===== config.mk =====
export PLATFORM = sky130hd
export DESIGN_NAME = multi_ch_freq_counter
export DESIGN_NICKNAME = d
export VERILOG_FILES = /design/src/rtl/multi_ch_freq_counter.sv
export SDC_FILE = /design/constraint.sdc
export NUM_CORES = 1
export LEC_CHECK = 0
export ABC_AREA = 1
export CAP_MARGIN = 20
export CORE_ASPECT_RATIO = 2
export CORE_MARGIN = 5
export CORE_UTILIZATION = 52
export CTS_CLUSTER_SIZE = 40
export DETAILED_ROUTE_END_ITERATION = 8
export PLACE_DENSITY = 0.8
export SKIP_LAST_GASP = 1
export SYNTH_ARGS = -nofsm -noshare
export SYNTH_HDL_FRONTEND = slang
export SYNTH_SLANG_ARGS = --single-unit
export TNS_END_PERCENT = 1

===== constraint.sdc =====
create_clock -name clk -period 4.3 [get_ports clk]
set_clock_uncertainty 0.15 [all_clocks]
set_input_delay 0.86 -clock clk [delete_from_list [all_inputs] [get_ports clk]]
set_output_delay 0.86 -clock clk [all_outputs]
set_load 0.03 [all_outputs]

===== src/rtl/multi_ch_freq_counter.sv =====
// NCH-channel gated edge counter: synchronised inputs, selectable edge mode, one-shot or continuous gating.
// Define FCNT_GLITCH_FILTER_EN to insert a FILT_LEN-cycle stability filter after each input synchroniser.
module multi_ch_freq_counter #(
  parameter int NCH      = 4,
  parameter int CW       = 16,
  parameter int GW       = 16,
  parameter int FILT_LEN = 3
) (
  input  logic              clk,
  input  logic              sync_rst,
  input  logic [NCH-1:0]    fin,
  input  logic [1:0]        edge_mode,
  input  logic [GW-1:0]     gate_len,
  input  logic              start,
  input  logic              stop,
  input  logic              continuous,
  output logic              busy,
  output logic              done,
  output logic [NCH-1:0]    pos_edge,
  output logic [NCH*CW-1:0] cnt_out,
  output logic [NCH*CW-1:0] cnt_mem,
  output logic [NCH-1:0]    ovf_mem
);

  typedef enum logic [1:0] {IDLE, GATE, LATCH} state_t;

  state_t            state_q, state_d;
  logic [NCH-1:0]    s1_q, s1_d, s2_q, s2_d, s3_q, s3_d;
  logic [NCH-1:0]    lvl, lvl_prev, rise, fall;
  logic [GW-1:0]     gcnt_q, gcnt_d;
  logic [1:0]        mode_q, mode_d;
  logic [NCH*CW-1:0] cnt_q, cnt_d, mem_q, mem_d;
  logic [NCH-1:0]    ovf_q, ovf_d, ovf_mem_q, ovf_mem_d;
  logic              done_q, done_d;

  always_comb begin
    s1_d = fin;
    s2_d = s1_q;
    s3_d = s2_q;
  end

  always_ff @(posedge clk) begin
    if (sync_rst) begin
      s1_q <= '0;
      s2_q <= '0;
      s3_q <= '0;
    end else begin
      s1_q <= s1_d;
      s2_q <= s2_d;
      s3_q <= s3_d;
    end
  end

`ifdef FCNT_GLITCH_FILTER_EN
  localparam int FW = $clog2(FILT_LEN);

  logic [NCH-1:0]         filt_q, filt_d, filt_prev_q, filt_prev_d;
  logic [NCH-1:0][FW-1:0] stab_q, stab_d;

  // The filtered level follows s2 only once s2 has disagreed with it for FILT_LEN cycles in a row.
  always_comb begin
    filt_d      = filt_q;
    filt_prev_d = filt_q;
    stab_d      = stab_q;
    for (int i = 0; i < NCH; i++) begin
      if (s2_q[i] == filt_q[i]) begin
        stab_d[i] = '0;
      end else if (stab_q[i] == FW'(FILT_LEN - 1)) begin
        filt_d[i] = s2_q[i];
        stab_d[i] = '0;
      end else begin
        stab_d[i] = stab_q[i] + FW'(1);
      end
    end
  end

  always_ff @(posedge clk) begin
    if (sync_rst) begin
      filt_q      <= '0;
      filt_prev_q <= '0;
      stab_q      <= '0;
    end else begin
      filt_q      <= filt_d;
      filt_prev_q <= filt_prev_d;
      stab_q      <= stab_d;
    end
  end

  assign lvl      = filt_q;
  assign lvl_prev = filt_prev_q;
`else
  assign lvl      = s2_q;
  assign lvl_prev = s3_q;
`endif

  assign rise = lvl & ~lvl_prev;
  assign fall = ~lvl & lvl_prev;

  always_comb begin
    case (mode_q)
      2'b01:   pos_edge = fall;
      2'b10:   pos_edge = rise | fall;
      default: pos_edge = rise;
    endcase
  end

  // Gate sequencing: counters run only in GATE; LATCH is the dead cycle that publishes results.
  always_comb begin
    state_d   = state_q;
    gcnt_d    = gcnt_q;
    mode_d    = mode_q;
    cnt_d     = cnt_q;
    ovf_d     = ovf_q;
    mem_d     = mem_q;
    ovf_mem_d = ovf_mem_q;
    done_d    = 1'b0;
    case (state_q)
      IDLE: begin
        if (start && !stop && (gate_len != '0)) begin
          state_d = GATE;
          gcnt_d  = gate_len - GW'(1);
          cnt_d   = '0;
          ovf_d   = '0;
          mode_d  = edge_mode;
        end
      end
      GATE: begin
        for (int i = 0; i < NCH; i++) begin
          if (pos_edge[i]) begin
            if (&cnt_q[i*CW +: CW]) begin
              ovf_d[i] = 1'b1;
            end else begin
              cnt_d[i*CW +: CW] = cnt_q[i*CW +: CW] + CW'(1);
            end
          end
        end
        if (stop) begin
          state_d = IDLE;
        end else if (gcnt_q == '0) begin
          state_d = LATCH;
        end else begin
          gcnt_d = gcnt_q - GW'(1);
        end
      end
      LATCH: begin
        mem_d     = cnt_q;
        ovf_mem_d = ovf_q;
        done_d    = 1'b1;
        if (continuous && !stop && (gate_len != '0)) begin
          state_d = GATE;
          gcnt_d  = gate_len - GW'(1);
          cnt_d   = '0;
          ovf_d   = '0;
        end else begin
          state_d = IDLE;
        end
      end
      default: state_d = IDLE;
    endcase
  end

  always_ff @(posedge clk) begin
    if (sync_rst) begin
      state_q   <= IDLE;
      gcnt_q    <= '0;
      mode_q    <= '0;
      cnt_q     <= '0;
      ovf_q     <= '0;
      mem_q     <= '0;
      ovf_mem_q <= '0;
      done_q    <= 1'b0;
    end else begin
      state_q   <= state_d;
      gcnt_q    <= gcnt_d;
      mode_q    <= mode_d;
      cnt_q     <= cnt_d;
      ovf_q     <= ovf_d;
      mem_q     <= mem_d;
      ovf_mem_q <= ovf_mem_d;
      done_q    <= done_d;
    end
  end

  assign busy    = (state_q != IDLE);
  assign done    = done_q;
  assign cnt_out = cnt_q;
  assign cnt_mem = mem_q;
  assign ovf_mem = ovf_mem_q;

endmodule

==> qor.yml <==
run_status:
  status: "completed"
synthesis:
  yosysTopAreaCell: "dfxtp_1"
  syn_nets: 1421
  synth_area_leaders: "dfxtp_1, nand2_1, nor2_1"
  yosysSeqAreaShare: 0.380
  syn_area_um2: 8910
  yosysWarnings: 0
  synth_area_per_cell_um2: 6.46
  yosysTopAreaCellShare: 0.380
  synthCells: 1379
  ys_types: 30
  synth_seq_cells: 169
timing:
  hold_violations: 0
  rsz0062_at_grt: "false"
  fin_crit_sh: 0.775
  finalCriticalPeriod_ns: 3.33
  maxClockFrequency_mhz: 300
  maxSlewViolCount: 0
  slew-limit-headroom: 0.387
  tightestPinTransition_ns: 0.920
  tns_ns: 0
  setup-violations-final: 0
clocking:
  clock_latency_ns: 0.43
  postCtsSetupRepairBufs: 0
  cts_tree: "yes"
  htreeDepth: 4
  postCtsResizedCells: 0
  clkTransAtPathRegs_ns: 0.07
  clockBufferDepth: 2
  cts.sinks: 169
  cts_hold_buf: 0
  root_buffer: "clkbuf_16"
  cts_buffers: 17
critical_path:
  reg2reg_depth: 13
  arrival_ns: 2.32
  cp-start-kind: "flip-flop"
  cp-end-kind: "primary output"
  crit_fanout: 8
  required_ns: 3.29
  r2r_setup_slack_ns: 1.47
  worst-setup-path-type: "flip-flop to primary output"
placement:
  place.gp.congestion: 0.927
  port-buffer-count: 164
  dp_cells: 1693
  dp_hpwl_um: 18600
  placed_cell_area_um2: 10600
job:
  maxCapViolations: 0
min_path:
  whs_path_depth: 2
  hp-class: "flip-flop to flip-flop"
die:
  row_count: 67
  start_util: 0.529
  die_h_um: 195
  chipWidth_um: 103
  die_area_um2: 20000
  core_um2: 16800
  io_pins: 165
finish:
  regArea_um2: 3380
  nets: 1547
  fillers: 1513
  antennaDiodeCount: 0
  drive_gt1_frac: 0.0481
  multi_input_area_um2: 4740
  design_area_um2: 11200
  layout.cells.non_filler: 1725
  syn_to_final_growth_pct: 25.6
route:
  route.detailed.drc: 0
  routed_wirelength_um: 26800
  drt_first_pass_iters: 5
  vias: 9263
  via_per_inst: 5.37
  detail_route.wl_per_cell_um: 15.5
  antenna_left: 0
  drt_iter0_drc: 512
pwr:
  p_int_mw: 2.69
  combPwrFrac: 0.142
  power_density_nw_per_um2: 336
  p_seq_frac: 0.438
  swShare: 0.284
  irDropWorstVdd_mv: 0.258
  power.share.clock: 0.421
  power_switching_mw: 1.07
  leakage_nw: 4.37
global_routing:
  grt_max_degree: 81
  grt_use_total: 0.273
  grt_pass1_wl_um: 44100
  grt_pass1_vias: 9192
  grt-ovfl-total: 0
  antenna_found_initial: 0
-- cell usage in the layout (no fill, tap or decap), drive strengths merged --
cell type	instances
clkdlybuf4s50	163
buf	11
nor3b	5
clkbuf	21
xnor2	9
nor2	277
inv	127
nand3	123
xor2	26
clkinvlp	1
o2111ai	1
o21ai	85
nor3	13
and2	3
dfxtp	169
ha	15
a21oi	114
nand2	333
bufinv	2
nand4	14
clkinv	6
-- area by class of cell --
cell class / count / area share
Timing Repair Buffer: 174 / 0.154
Tap cell: 207 / 0.0231
Multi-Input combinational cell: 1018 / 0.424
Sequential cell: 169 / 0.302
Clock buffer: 21 / 0.0420
Inverter: 125 / 0.0419
Clock inverter: 11 / 0.0123
-- synth_stat cells --
| master | instances |
|---|---|
| o21ai_2 | 1 |
| clkbuf_1 | 29 |
| o2111ai_1 | 1 |
| nor3_1 | 12 |
| buf_6 | 2 |
| o21ai_1 | 3 |
| xnor2_1 | 9 |
| and2_1 | 3 |
| buf_2 | 29 |
| nand3_4 | 2 |
| nor2_1 | 267 |
| nor2_4 | 6 |
| nor3_2 | 1 |
| dfxtp_1 | 169 |
| xor2_1 | 26 |
| nand3_2 | 3 |
| nand2_2 | 8 |
| nor2_2 | 4 |
| inv_1 | 120 |
| buf_1 | 2 |
| clkinv_1 | 1 |
| nand2_1 | 325 |
| o21ai_0 | 81 |
| buf_4 | 5 |
| nand3_1 | 118 |
| nand4_1 | 14 |
| inv_2 | 4 |
| nor3b_1 | 5 |
| a21oi_1 | 114 |
| ha_1 | 15 |
-- power by group through the flow --
stage	clock network [mW]	registers (mW)	logic [mW]
6_report	1.58	1.64	0.532
3_5_place_dp	0	1.68	0.529
2_1_floorplan	0	1.70	0.344
5_1_grt	1.67	1.65	0.588
3_3_place_gp	0	1.68	0.524
4_1_cts	1.61	1.64	0.531
-- worst max-delay path, cell delays in order (launching register included) --
cell	delay [ns]
dfxtp_1	0.34
inv_1	0.06
ha_1	0.38
o21ai_0	0.44
inv_1	0.07
clkdlybuf4s50_1	0.60
-- path summary, 6_finish.rpt --
check | endpoint | startpoint
max reg2reg | gcnt_q[6] | state_q[0]
min reg2reg | lvl[2] | s1_q[2]
min | lvl[2] | s1_q[2]
max | pos_edge[2] | mode_q[0]
-- flip-flops by register name, indices dropped and copies added (netlist names) --
| signal | cells |
|---|---|
| cnt_mem | 64 |
| cnt_out | 64 |
| gcnt_q | 16 |
| lvl | 4 |
| lvl_prev | 4 |
| ovf_mem | 4 |
| ovf_q | 4 |
| s1_q | 4 |
| mode_q | 2 |
| state_q | 2 |
| done | 1 |
-- metrics by stage --
| stage | utilization | total power [mW] | hold slack, ns | worst slack [ns] |
|---|---|---|---|---|
| after floorplan | - | 2.04 | 0.238 | 2.12 |
| after global placement | 0.628 | 2.20 | 0.243 | 0.902 |
| after detailed placement | 0.628 | 2.21 | 0.252 | 0.893 |
| after CTS | 0.664 | 3.78 | 0.268 | 0.945 |
| after global routing | 0.664 | 3.91 | 0.280 | 0.873 |
| final | 0.664 | 3.76 | 0.262 | 0.969 |
-- cells by family after synthesis --
group / Yosys count / share of synthesized area
AND/OR/NAND/NOR: 768 / 0.363
XOR/XNOR: 35 / 0.0344
AO/OA/AOI/OAI: 200 / 0.113
adder cells (fa/ha/maj): 15 / 0.0211
flip-flops: 169 / 0.380
buffers and inverters: 192 / 0.0887
-- per-layer routing --
layer | global-route usage | wire length, um | vias to the layer above
met5 | 0 | 0 | -
met4 | 0.145 | 1310 | 0
met3 | 0.0525 | 1470 | 95
met2 | 0.486 | 14000 | 307
met1 | 0.293 | 9930 | 4236
li1 | - | - | 4625
No activity file was read; power rests on OpenSTA's default activity.
